--- src/rtl/corescore_receiver_uart.sv ---
// 8N1 UART receiver with a one-byte holding register, frame-error and overrun pulses.
// All decisions use the synchronised line; sample points are centred on each bit.
module corescore_receiver_uart #(
    parameter int clk_freq_hz = 0,
    parameter int baud_rate   = 57600
) (
    input  logic       i_clk,
    input  logic       i_rst,
    input  logic       i_uart_rx,
    output logic [7:0] o_data,
    output logic       o_valid,
    input  logic       i_ready,
    output logic       o_frame_err,
    output logic       o_overrun
);

    // A divider below 2 would leave no room for a mid-bit sample, so clamp it.
    localparam int DIV_RAW = (baud_rate > 0) ? (clk_freq_hz / baud_rate) : 0;
    localparam int DIV     = (DIV_RAW < 2) ? 2 : DIV_RAW;
    localparam int HALF    = DIV / 2;
    localparam int CW      = $clog2(DIV) + 1;

    localparam logic [CW-1:0] C_ZERO    = {CW{1'b0}};
    localparam logic [CW-1:0] C_ONE     = CW'(1);
    localparam logic [CW-1:0] C_DIV_M1  = CW'(DIV - 1);
    localparam logic [CW-1:0] C_HALF_M1 = CW'(HALF - 1);

    typedef enum logic [2:0] {
        S_IDLE      = 3'd0,
        S_START     = 3'd1,
        S_DATA      = 3'd2,
        S_STOP      = 3'd3,
        S_WAIT_IDLE = 3'd4
    } state_t;

    logic          r_sync1;
    logic          r_rxs;
    state_t        r_state;
    logic [CW-1:0] r_cnt;
    logic [2:0]    r_idx;
    logic [7:0]    r_shift;
    logic          r_done;
    logic          r_frame_err;
    logic [7:0]    r_data;
    logic          r_valid;
    logic          r_overrun;

    state_t        w_state_nxt;
    logic [CW-1:0] w_cnt_nxt;
    logic [2:0]    w_idx_nxt;
    logic [7:0]    w_shift_nxt;
    logic          w_done_nxt;
    logic          w_ferr_nxt;
    logic          w_expired;

    // Two-flop synchroniser on the asynchronous serial line, idling high.
    always_ff @(posedge i_clk or posedge i_rst) begin
        if (i_rst) begin
            r_sync1 <= 1'b1;
            r_rxs   <= 1'b1;
        end else begin
            r_sync1 <= i_uart_rx;
            r_rxs   <= r_sync1;
        end
    end

    // Receiver FSM state, bit timer, bit index and shift register.
    always_ff @(posedge i_clk or posedge i_rst) begin
        if (i_rst) begin
            r_state     <= S_IDLE;
            r_cnt       <= C_ZERO;
            r_idx       <= 3'd0;
            r_shift     <= 8'h00;
            r_done      <= 1'b0;
            r_frame_err <= 1'b0;
        end else begin
            r_state     <= w_state_nxt;
            r_cnt       <= w_cnt_nxt;
            r_idx       <= w_idx_nxt;
            r_shift     <= w_shift_nxt;
            r_done      <= w_done_nxt;
            r_frame_err <= w_ferr_nxt;
        end
    end

    assign w_expired = (r_cnt == C_ZERO);

    // Next-state logic: each timed state samples the line when its timer reaches zero.
    always_comb begin
        w_state_nxt = r_state;
        w_cnt_nxt   = r_cnt;
        w_idx_nxt   = r_idx;
        w_shift_nxt = r_shift;
        w_done_nxt  = 1'b0;
        w_ferr_nxt  = 1'b0;
        case (r_state)
            S_IDLE: begin
                if (!r_rxs) begin
                    w_state_nxt = S_START;
                    w_cnt_nxt   = C_HALF_M1;
                end else begin
                    w_cnt_nxt   = C_ZERO;
                end
            end
            S_START: begin
                if (w_expired) begin
                    if (!r_rxs) begin
                        w_state_nxt = S_DATA;
                        w_cnt_nxt   = C_DIV_M1;
                        w_idx_nxt   = 3'd0;
                    end else begin
                        w_state_nxt = S_IDLE;
                    end
                end else begin
                    w_cnt_nxt = r_cnt - C_ONE;
                end
            end
            S_DATA: begin
                if (w_expired) begin
                    w_shift_nxt = {r_rxs, r_shift[7:1]};
                    w_cnt_nxt   = C_DIV_M1;
                    if (r_idx == 3'd7) begin
                        w_state_nxt = S_STOP;
                    end else begin
                        w_idx_nxt   = r_idx + 3'd1;
                    end
                end else begin
                    w_cnt_nxt = r_cnt - C_ONE;
                end
            end
            S_STOP: begin
                if (w_expired) begin
                    if (r_rxs) begin
                        w_done_nxt  = 1'b1;
                        w_state_nxt = S_IDLE;
                    end else begin
                        w_ferr_nxt  = 1'b1;
                        w_state_nxt = S_WAIT_IDLE;
                    end
                end else begin
                    w_cnt_nxt = r_cnt - C_ONE;
                end
            end
            S_WAIT_IDLE: begin
                if (r_rxs) begin
                    w_state_nxt = S_IDLE;
                end else begin
                    w_state_nxt = S_WAIT_IDLE;
                end
            end
            default: begin
                w_state_nxt = S_IDLE;
                w_cnt_nxt   = C_ZERO;
            end
        endcase
    end

    // Holding register: a completed byte loads if the slot is free or being drained this cycle.
    always_ff @(posedge i_clk or posedge i_rst) begin
        if (i_rst) begin
            r_data    <= 8'h00;
            r_valid   <= 1'b0;
            r_overrun <= 1'b0;
        end else begin
            r_overrun <= 1'b0;
            if (r_done) begin
                if (!r_valid || i_ready) begin
                    r_data  <= r_shift;
                    r_valid <= 1'b1;
                end else begin
                    r_overrun <= 1'b1;
                end
            end else if (r_valid && i_ready) begin
                r_valid <= 1'b0;
            end else begin
                r_valid <= r_valid;
            end
        end
    end

    assign o_data      = r_data;
    assign o_valid     = r_valid;
    assign o_frame_err = r_frame_err;
    assign o_overrun   = r_overrun;

endmodule
--- config.mk ---
export PLATFORM = sky130hd
export DESIGN_NAME = corescore_receiver_uart
export DESIGN_NICKNAME = d
export VERILOG_FILES = /design/src/rtl/corescore_receiver_uart.sv
export SDC_FILE = /design/constraint.sdc
export NUM_CORES = 1
export LEC_CHECK = 0
export ABC_AREA = 1
export CAP_MARGIN = 20
export CORE_UTILIZATION = 30
export CTS_CLUSTER_DIAMETER = 200
export DETAILED_ROUTE_END_ITERATION = 10
export PLACE_DENSITY = 0.45
export REMOVE_ABC_BUFFERS = 1
export SYNTH_ARGS = -nofsm -noshare
export SYNTH_HDL_FRONTEND = slang
export SYNTH_SLANG_ARGS = --single-unit
--- constraint.sdc ---
create_clock -name i_clk -period 1.3 [get_ports i_clk]
set_input_delay 0.26 -clock i_clk [delete_from_list [all_inputs] [get_ports i_clk]]
set_output_delay 0.26 -clock i_clk [all_outputs]
set_load 0.01 [all_outputs]
==> flow_metrics.env, run 1 <==
export IMPL_status="finished clean"
export IMPL_synth_compound_gate_area_share=0.0920
export IMPL_start_util=0.317
export IMPL_cts_hold_buffers=0
export IMPL_final_area_sq_mm=0.00185
export IMPL_cp_start_kind="register"
export IMPL_layout_common_cells="49 x nand2_1, 27 x dfrtp_1, 19 x inv_1"
export IMPL_fin_crit_sh=0.956
export IMPL_dieArea_sq_mm=0.00494
export IMPL_tritoncts="built"
export IMPL_routed_wl_mm=2.69
export IMPL_power_frac_seq=0.354
export IMPL_cp_max_fo=3
export IMPL_die_width_microns=70.3
export IMPL_vias_per_cell=4.53
export IMPL_slew_headroom=0.826
export IMPL_yosysSeqAreaShare=0.538
export IMPL_root_buffer="clkbuf_8"
export IMPL_place_congestion=0.786
export IMPL_synth_top_family_by_area="simple AND/OR/NAND/NOR gates"
export IMPL_clkPwrFrac=0.187
export IMPL_htree_num_levels=2
export IMPL_yosys_area_share_xor_xnor=0
export IMPL_grt_first_pass_wirelength_mm=4.80
export IMPL_clock_path_buffers=2
export IMPL_detail_route_wl_per_cell_microns=11.1
export IMPL_power_w=0.00409
export IMPL_route_detailed_drc=0
export IMPL_yosysUniqueCellTypes=19
export IMPL_intPower_w=0.00251
export IMPL_slew_viol_final=0
export IMPL_synth_fa_ha_area_frac=0.0357
export IMPL_num_io_pins=15
export IMPL_cp_slowest_cell="dfrtp_1"
export IMPL_fin_cells=242
export IMPL_p_leak_nw=0.966
export IMPL_fin_crit_ns=1.24
export IMPL_power_share_combinational=0.459
export IMPL_crit_chain="ha_2 > ha_4 > inv_4 > nand2_4 > nand3_2 > nand3_2 > nand2_1 > nand2_1"
export IMPL_setup_viol=0
export IMPL_cts_buffers_inserted=5
export IMPL_die_h_microns=70.3
export IMPL_end_kind="register"
export IMPL_finalWorstSetupSlack_ns=0.0576
export IMPL_synth_area_sq_mm=0.00140
export IMPL_portBuffers=14
export IMPL_ys_seq_elements=30
export IMPL_cp_arrival_ns=1.41
export IMPL_dp_hpwl_mm=1.87
export IMPL_drtIter0Drc=55
export IMPL_fill_cells=445
export IMPL_drtPass1Iterations=5
export IMPL_dpl_cell_area_sq_mm=0.00168
export IMPL_cap_violations=0
export IMPL_layout_drive_gt1_share=0.279
export IMPL_critPathMaxStageDelay_ns=0.39
export IMPL_fin_nets=197
export IMPL_grt_max_degree=31
export IMPL_yosys_warnings=0
export IMPL_overflow=0
export IMPL_skew_ns=0.00482
export IMPL_ant_nets=0
export IMPL_tightestPinTransition_ns=0.260
export IMPL_hold_class="input pin to asynchronous set/reset pin"
export IMPL_synth_simple_area_share=0.251
export IMPL_vias=1097
export IMPL_grt_pass1_vias=1089
export IMPL_p_sw_frac=0.388
export IMPL_clkLatencyLatePin_ns=0.28
export IMPL_antenna_found_initial=0
export IMPL_required_ns=1.47
export IMPL_path_class="register to register"
export IMPL_cts_sinks=30
export IMPL_num_antenna_cells=0
export IMPL_final_common_cell="nand2_1"
export IMPL_avgSynthCellArea_sq_um=8.97
export IMPL_coreArea_sq_mm=0.00441
export IMPL_place_ws_ns=-0.0429
export IMPL_fin_setup_tns_ns=0
export IMPL_placed_cells=229
export IMPL_cts_clk_slew_worst_paths_ns=0.06
export IMPL_area_growth_syn_to_layout_pct=32.1
export IMPL_synth_area_mux_share=0
export IMPL_synthCells=156
export IMPL_ir_worst_vdd_mv=0.891
export IMPL_rows=24
export IMPL_rsz0062_at_grt="yes"
export IMPL_hold_viol=0
export IMPL_fmax_mhz=805
export IMPL_power_density_mw_per_mm2=2210
export IMPL_p_switching_w=0.00159
export IMPL_grt_total_usage=0.128
-- power groups by stage --
| stage | clock, W | sequential, W | combinational (W) |
|---|---|---|---|
| detailed placement | 0 | 0.00146 | 0.00176 |
| global placement | 0 | 0.00145 | 0.00171 |
| global route | 0.000858 | 0.00148 | 0.00212 |
| finish | 0.000764 | 0.00145 | 0.00188 |
| floorplan | 0 | 0.00148 | 0.00104 |
| CTS | 0.000817 | 0.00144 | 0.00172 |
-- registers in the layout (all words and copies together) (netlist names) --
signal / count
o_data: 8
o_frame_err: 1
o_overrun: 1
o_valid: 1
r_cnt: 2
r_done: 1
r_idx: 3
r_rxs: 1
r_shift: 8
r_state: 3
r_sync1: 1
-- layer usage --
metal  track usage  share of wire
met5             0              0
met4        0.0778          0.017
met3        0.0476          0.041
met2         0.201           0.51
met1         0.146           0.43
-- Yosys cell counts (all sizes together) --
cell / count / area share
nor2: 11 / 0.037
nand3: 10 / 0.046
dfrtp: 28 / 0.50
ha: 4 / 0.036
nand4: 4 / 0.018
o21ai: 19 / 0.092
nand2: 52 / 0.15
inv: 23 / 0.063
dfstp: 2 / 0.038
buf: 3 / 0.020
-- what timing repair did --
item                                    CTS  global route
gates resized for setup                  13            13
buffers inserted                          1             4
endpoints found under the setup margin   25            16
pin swaps                                 1             5
-- layout make-up --
type,instances,area [sq um],share of cell area
multi-input combinational,100,583,0.315
clock buffer,7,86.3,0.0467
sequential,30,754,0.408
clock inverter,1,5.00,0.00271
tap,52,65.1,0.0352
timing repair buffer,29,264,0.143
inverter,23,91.3,0.0494
-- cells by family (layout without fill, tap and decap cells) --
logic type,count (synthesis),count (layout)
adder cells (fa/ha/maj),4,4
AO/OA/AOI/OAI,19,19
flip-flops,30,30
buffers and inverters,26,60
AND/OR/NAND/NOR,77,77
-- path summary, 6_finish.rpt --
path / from / to / slack, ns / cells past startpoint
worst max register to register: r_idx[1]$_DFFE_PP0P_ / r_idx[1]$_DFFE_PP0P_ / 0.06 / 8
worst max-delay path: r_idx[1]$_DFFE_PP0P_ / r_idx[1]$_DFFE_PP0P_ / 0.06 / 8
min in group i_clk: r_sync1$_DFF_PP1_ / r_rxs$_DFF_PP1_ / 0.36 / 0
worst min register to register: r_sync1$_DFF_PP1_ / r_rxs$_DFF_PP1_ / 0.36 / 0
worst min-delay path: i_rst / r_cnt[0]$_DFFE_PP0P_ / 0.31 / 3
max in group asynchronous: i_rst / r_rxs$_DFF_PP1_ / 0.76 / 3
-- critical path: cells and delay by family (launching register included) --
kind          cells  cell delay, ns
fa+ha+maj         2            0.36
flops             1            0.39
buf+inv           1            0.06
simple gates      5            0.31
-- per-stage QoR --
step | utilization | hold slack (ns)
2_1_floorplan | - | 0.264
3_3_place_gp | 0.380 | 0.346
3_5_place_dp | 0.380 | 0.348
4_1_cts | 0.401 | 0.305
5_1_grt | 0.419 | 0.354
6_report | 0.419 | 0.308
Power figures use the tool's default switching activity.
==> run 2: changes to the inputs <==
- DONT_BUFFER_PORTS: unset -> 1
- PLACE_DENSITY: 0.45 -> 0.41
==> flow_metrics.env, run 2 (synthesized netlist as in run 1, its figures left out) <==
export IMPL_hold_class="input pin to register"
export IMPL_dp_hpwl_mm=1.78
export IMPL_overflow=0
export IMPL_final_area_sq_mm=0.00169
export IMPL_root_buffer="clkbuf_8"
export IMPL_path_delay_family="flip-flops"
export IMPL_clkLatencyLatePin_ns=0.28
export IMPL_fmax_mhz=813
export IMPL_coreArea_sq_mm=0.00441
export IMPL_worst_path_buf_inv=1
export IMPL_required_ns=1.47
export IMPL_drtPass1Iterations=4
export IMPL_cp_max_fo=3
export IMPL_die_width_microns=70.3
export IMPL_power_density_mw_per_mm2=2280
export IMPL_cp_start_kind="register"
export IMPL_grt_total_usage=0.119
export IMPL_num_io_pins=15
export IMPL_fill_cells=453
export IMPL_vias=1027
export IMPL_cp_arrival_ns=1.40
export IMPL_cap_violations=0
export IMPL_layout_common_cells="47 x nand2_1, 26 x dfrtp_1, 18 x inv_1"
export IMPL_rows=24
export IMPL_route_detailed_drc=0
export IMPL_routed_wl_mm=2.56
export IMPL_fin_crit_ns=1.23
export IMPL_final_common_cell="nand2_1"
export IMPL_dpl_cell_area_sq_mm=0.00150
export IMPL_hold_viol=0
export IMPL_dieArea_sq_mm=0.00494
export IMPL_fin_nets=179
export IMPL_htree_num_levels=2
export IMPL_grt_first_pass_wirelength_mm=4.50
export IMPL_start_util=0.317
export IMPL_ir_worst_vdd_mv=0.786
export IMPL_tritoncts="built"
export IMPL_ant_nets=0
export IMPL_place_congestion=0.750
export IMPL_cts_sinks=30
export IMPL_layout_drive_gt1_share=0.302
export IMPL_status="finished clean"
export IMPL_power_w=0.00385
export IMPL_critPathMaxStageDelay_ns=0.38
export IMPL_setup_viol=0
export IMPL_area_growth_syn_to_layout_pct=20.5
export IMPL_detail_route_wl_per_cell_microns=11.4
export IMPL_cp_slowest_cell="dfrtp_1"
export IMPL_slew_viol_final=0
export IMPL_antenna_found_initial=0
export IMPL_path_class="register to register"
export IMPL_grt_pass1_vias=1003
export IMPL_fin_crit_sh=0.946
export IMPL_grt_max_degree=27
export IMPL_vias_per_cell=4.58
export IMPL_cts_clk_slew_worst_paths_ns=0.06
export IMPL_cts_buffers_inserted=5
export IMPL_fin_util=0.382
export IMPL_holdWs_ns=0.207
export IMPL_p_leak_nw=0.839
export IMPL_tightestPinTransition_ns=0.264
export IMPL_die_h_microns=70.3
export IMPL_skew_ns=0.00393
export IMPL_portBuffers=0
export IMPL_clock_path_buffers=2
export IMPL_drtIter0Drc=37
export IMPL_slew_headroom=0.823
export IMPL_num_antenna_cells=0
export IMPL_crit_chain="ha_2 > ha_4 > inv_4 > nand2_2 > nand3_2 > nand3_2 > nand2_1 > nand2_1"
export IMPL_end_kind="register"
## run 2: per-layer routing
layer,global-route usage,share of wire,up-vias
met3,0.0505,0.036,8
met5,0,0,-
li1,-,-,518
met1,0.130,0.46,484
met2,0.193,0.47,17
met4,0.0622,0.025,0
## run 2: what timing repair did
| action | 4_1_cts | 5_1_grt |
|---|---|---|
| gates resized for setup | 1 | 18 |
| pin swaps | 1 | 6 |
| endpoints found under the setup margin | 2 | 17 |
| hold buffers | 2 | 0 |
| hold endpoints to repair | 3 | 0 |
| buffers inserted | 1 | 2 |
## run 2: worst reg2reg max path, stage by stage (launching register included)
cell	delay (ns)
dfrtp_1	0.38
ha_2	0.20
ha_4	0.16
inv_4	0.05
nand2_2	0.05
nand3_2	0.06
nand3_2	0.09
nand2_1	0.08
nand2_1	0.05
## run 2: final cells by class
type / instances / area [sq um] / area share
Sequential cell: 30 / 756 / 0.448
Clock buffer: 7 / 86.3 / 0.0512
Tap cell: 52 / 65.1 / 0.0386
Inverter: 23 / 91.3 / 0.0542
Multi-Input combinational cell: 100 / 583 / 0.346
Timing Repair Buffer: 11 / 100 / 0.0593
Clock inverter: 1 / 5.00 / 0.00297
## run 2: through the flow
stage          worst slack [ns]  TNS (ns)  cells
3_5_place_dp            0.00878         0    211
2_1_floorplan            0.0705         0    153
5_1_grt                 -0.0141   -0.0141    224
3_3_place_gp             0.0279         0    211
4_1_cts                  0.0169         0    222
6_report                 0.0706         0    224
## run 2: path summary, 6_finish.rpt
check                      slack, ns  cells past startpoint                     end                 start
max in group asynchronous       0.54                      3  r_state[0]$_DFFE_PP0P_                 i_rst
setup reg to reg                0.07                      8    r_idx[2]$_DFFE_PP0P_  r_idx[1]$_DFFE_PP0P_
hold / removal                  0.21                      3     o_overrun$_DFF_PP0_               i_ready
hold reg to reg                 0.36                      0         r_rxs$_DFF_PP1_     r_sync1$_DFF_PP1_
min in group asynchronous       0.34                      2    r_cnt[1]$_DFFE_PP0P_                 i_rst
setup / recovery                0.07                      8    r_idx[2]$_DFFE_PP0P_  r_idx[1]$_DFFE_PP0P_
## run 2: power breakdown
group          switching, W  internal (W)
registers          0.000283       0.00124
clock network      0.000336      0.000426
logic              0.000927      0.000638
==> run 3: changes to the inputs <==
- ABC_AREA: 1 -> unset
==> flow_metrics.env, run 3 <==
export IMPL_drtIter0Drc=30
export IMPL_synth_area_top_cells="dfrtp_1 55%, mux2_2 15%, dfstp_2 4.1%, ha_1 3.9%, nor2_1 2.1%"
export IMPL_grt_max_degree=31
export IMPL_drtPass1Iterations=4
export IMPL_power_w=0.00372
export IMPL_power_frac_seq=0.409
export IMPL_htree_num_levels=2
export IMPL_hold_class="input pin to register"
export IMPL_setup_viol=12
export IMPL_ys_flop_type="dfrtp_1"
export IMPL_start_util=0.315
export IMPL_overflow=0
export IMPL_portBuffers=0
export IMPL_p_sw_frac=0.312
export IMPL_num_io_pins=15
export IMPL_vias_per_cell=4.71
export IMPL_path_class="register to register"
export IMPL_clock_path_buffers=2
export IMPL_layout_common_cells="27 x dfrtp_1, 17 x buf_4, 9 x mux2_2"
export IMPL_detail_route_wl_per_cell_microns=13.1
export IMPL_violations="setup timing"
export IMPL_clkPwrFrac=0.204
export IMPL_fin_setup_tns_ns=-1.35
export IMPL_fmax_mhz=700
export IMPL_routed_wl_mm=2.29
export IMPL_dieArea_sq_mm=0.00453
export IMPL_yosys_warnings=0
export IMPL_cp_start_kind="register"
export IMPL_route_detailed_drc=0
export IMPL_synthCells=97
export IMPL_status="finished with violations"
export IMPL_cp_arrival_ns=1.59
export IMPL_yosysSeqAreaShare=0.588
export IMPL_slew_viol_final=0
export IMPL_coreArea_sq_mm=0.00406
export IMPL_grt_total_usage=0.116
export IMPL_post_synth_top_count_cell="dfrtp_1"
export IMPL_tritoncts="built"
export IMPL_cts_clk_slew_worst_paths_ns=0.06
export IMPL_vias=820
export IMPL_slew_headroom=0.749
export IMPL_end_kind="register"
export IMPL_grt_pass1_vias=813
export IMPL_synth_edff_count=0
export IMPL_rsz0062_at_grt="yes"
export IMPL_die_h_microns=67.3
export IMPL_tightestPinTransition_ns=0.377
export IMPL_finalWorstSetupSlack_ns=-0.129
export IMPL_fill_cells=378
export IMPL_antenna_found_initial=0
export IMPL_root_buffer="clkbuf_8"
export IMPL_final_common_cell="dfrtp_1"
export IMPL_skew_ns=0.00764
export IMPL_rows=23
export IMPL_synth_area_sq_mm=0.00128
export IMPL_yosysTopAreaCell="dfrtp_1"
export IMPL_synth_largest_type_area_fraction=0.547
export IMPL_cts_buffers_inserted=5
export IMPL_layout_drive_gt1_share=0.492
export IMPL_synthTopCellsByCount="28 x dfrtp_1, 17 x mux2_2, 7 x nor2_1"
export IMPL_required_ns=1.46
export IMPL_cts_sinks=30
export IMPL_die_width_microns=67.3
export IMPL_fin_nets=131
export IMPL_ant_nets=0
export IMPL_p_leak_nw=0.803
export IMPL_hold_viol=0
export IMPL_cap_violations=0
export IMPL_fin_crit_sh=1.10
export IMPL_intPower_w=0.00256
export IMPL_clkLatencyLatePin_ns=0.28
export IMPL_ir_worst_vdd_mv=0.809
export IMPL_dp_hpwl_mm=1.51
export IMPL_cp_max_fo=8
export IMPL_grt_first_pass_wirelength_mm=3.70
export IMPL_place_congestion=0.746
export IMPL_synthArstFlopShare=1.00
export IMPL_fin_crit_ns=1.43
export IMPL_power_density_mw_per_mm2=2190
export IMPL_p_switching_w=0.00116
export IMPL_area_growth_syn_to_layout_pct=32.7
export IMPL_ys_seq_elements=30
export IMPL_num_antenna_cells=0
export IMPL_yosysUniqueCellTypes=29
export IMPL_power_share_combinational=0.388
export IMPL_avgSynthCellArea_sq_um=13.2
==> run 3: changes by cell type in the layout (fill, tap and decap cells not counted), sizes merged, moves of 3 or more <==
cell   before  now
nand2      52    6
mux2        0   17
o21ai      19    1
nand3      10    0
buf         9   21
nor2       11    7
nand4       4    0
nor3b       0    3
inv        23    5
==> run 3: power groups by stage <==
stage	Sequential (W)	Clock, W	Combinational (W)
after global routing	0.00157	0.000836	0.00157
after global placement	0.00152	0	0.00111
after floorplan	0.00151	0	0.000664
final	0.00152	0.000757	0.00144
after detailed placement	0.00152	0	0.00113
after CTS	0.00153	0.000787	0.00137
==> run 3: area by class of cell <==
cell class / count / area (sq um) / share of cell area
repair buffers: 23 / 201 / 0.119
clock buffers: 8 / 90.1 / 0.0530
well taps: 50 / 62.6 / 0.0368
multi-input cells: 58 / 572 / 0.337
inverters: 5 / 18.8 / 0.0110
flip-flops and latches: 30 / 754 / 0.444
==> run 3: path summary, 6_finish.rpt <==
path	start	end	slack (ns)	cells after the start
worst max-delay path	r_cnt[0]$_DFFE_PP0P_	r_shift[4]$_DFFE_PP0P_	-0.13	5
worst min-delay path	i_ready	o_overrun$_DFF_PP0_	0.19	2
worst max register to register	r_cnt[0]$_DFFE_PP0P_	r_shift[4]$_DFFE_PP0P_	-0.13	5
worst min register to register	r_sync1$_DFF_PP1_	r_rxs$_DFF_PP1_	0.35	0
max in group asynchronous	i_rst	r_rxs$_DFF_PP1_	0.49	3
min in group asynchronous	i_rst	o_data[0]$_DFFE_PP0P_	0.49	3
==> run 3: kinds of logic after synthesis <==
kind of cell    after synthesis  synth area share
mux                          18             0.157
compound gates               11            0.0616
buf+inv                       9            0.0371
fa+ha+maj                     4            0.0391
simple gates                 25             0.116
flops                        30             0.588
==> run 3: repair_timing <==
| item | 4_1_cts | 5_1_grt |
|---|---|---|
| endpoints found under the hold margin | 29 | 0 |
| gates cloned | 0 | 0 |
| gates resized for setup | 26 | 3 |
| setup buffers | 3 | 4 |
| pin swaps | 8 | 7 |
| hold buffers | 2 | 0 |
| endpoints found under the setup margin | 14 | 14 |
==> run 3: per-layer routing <==
layer	part of all wire	global-route usage
met1	0.48	0.147
met2	0.45	0.164
met3	0.052	0.0439
met4	0.020	0.0718
met5	0	0
==> run 3: through the flow <==
stage	util	cells	hold slack (ns)	instance area [sq um]	setup WS, ns
6_report	0.419	174	0.194	1700	-0.129
5_1_grt	0.419	174	0.199	1700	-0.202
4_1_cts	0.412	171	0.188	1670	-0.138
3_5_place_dp	0.356	159	0.260	1450	-0.219
3_3_place_gp	0.356	159	0.254	1450	-0.200
2_1_floorplan	-	93	0.264	1250	-0.272
==> run 3: critical path: stages, from the launching register on <==
cell and delay, ns:
dfrtp_1 0.39, inv_2 0.08, ha_4 0.13, and4bb_1 0.23, buf_6 0.17, mux2_4 0.30
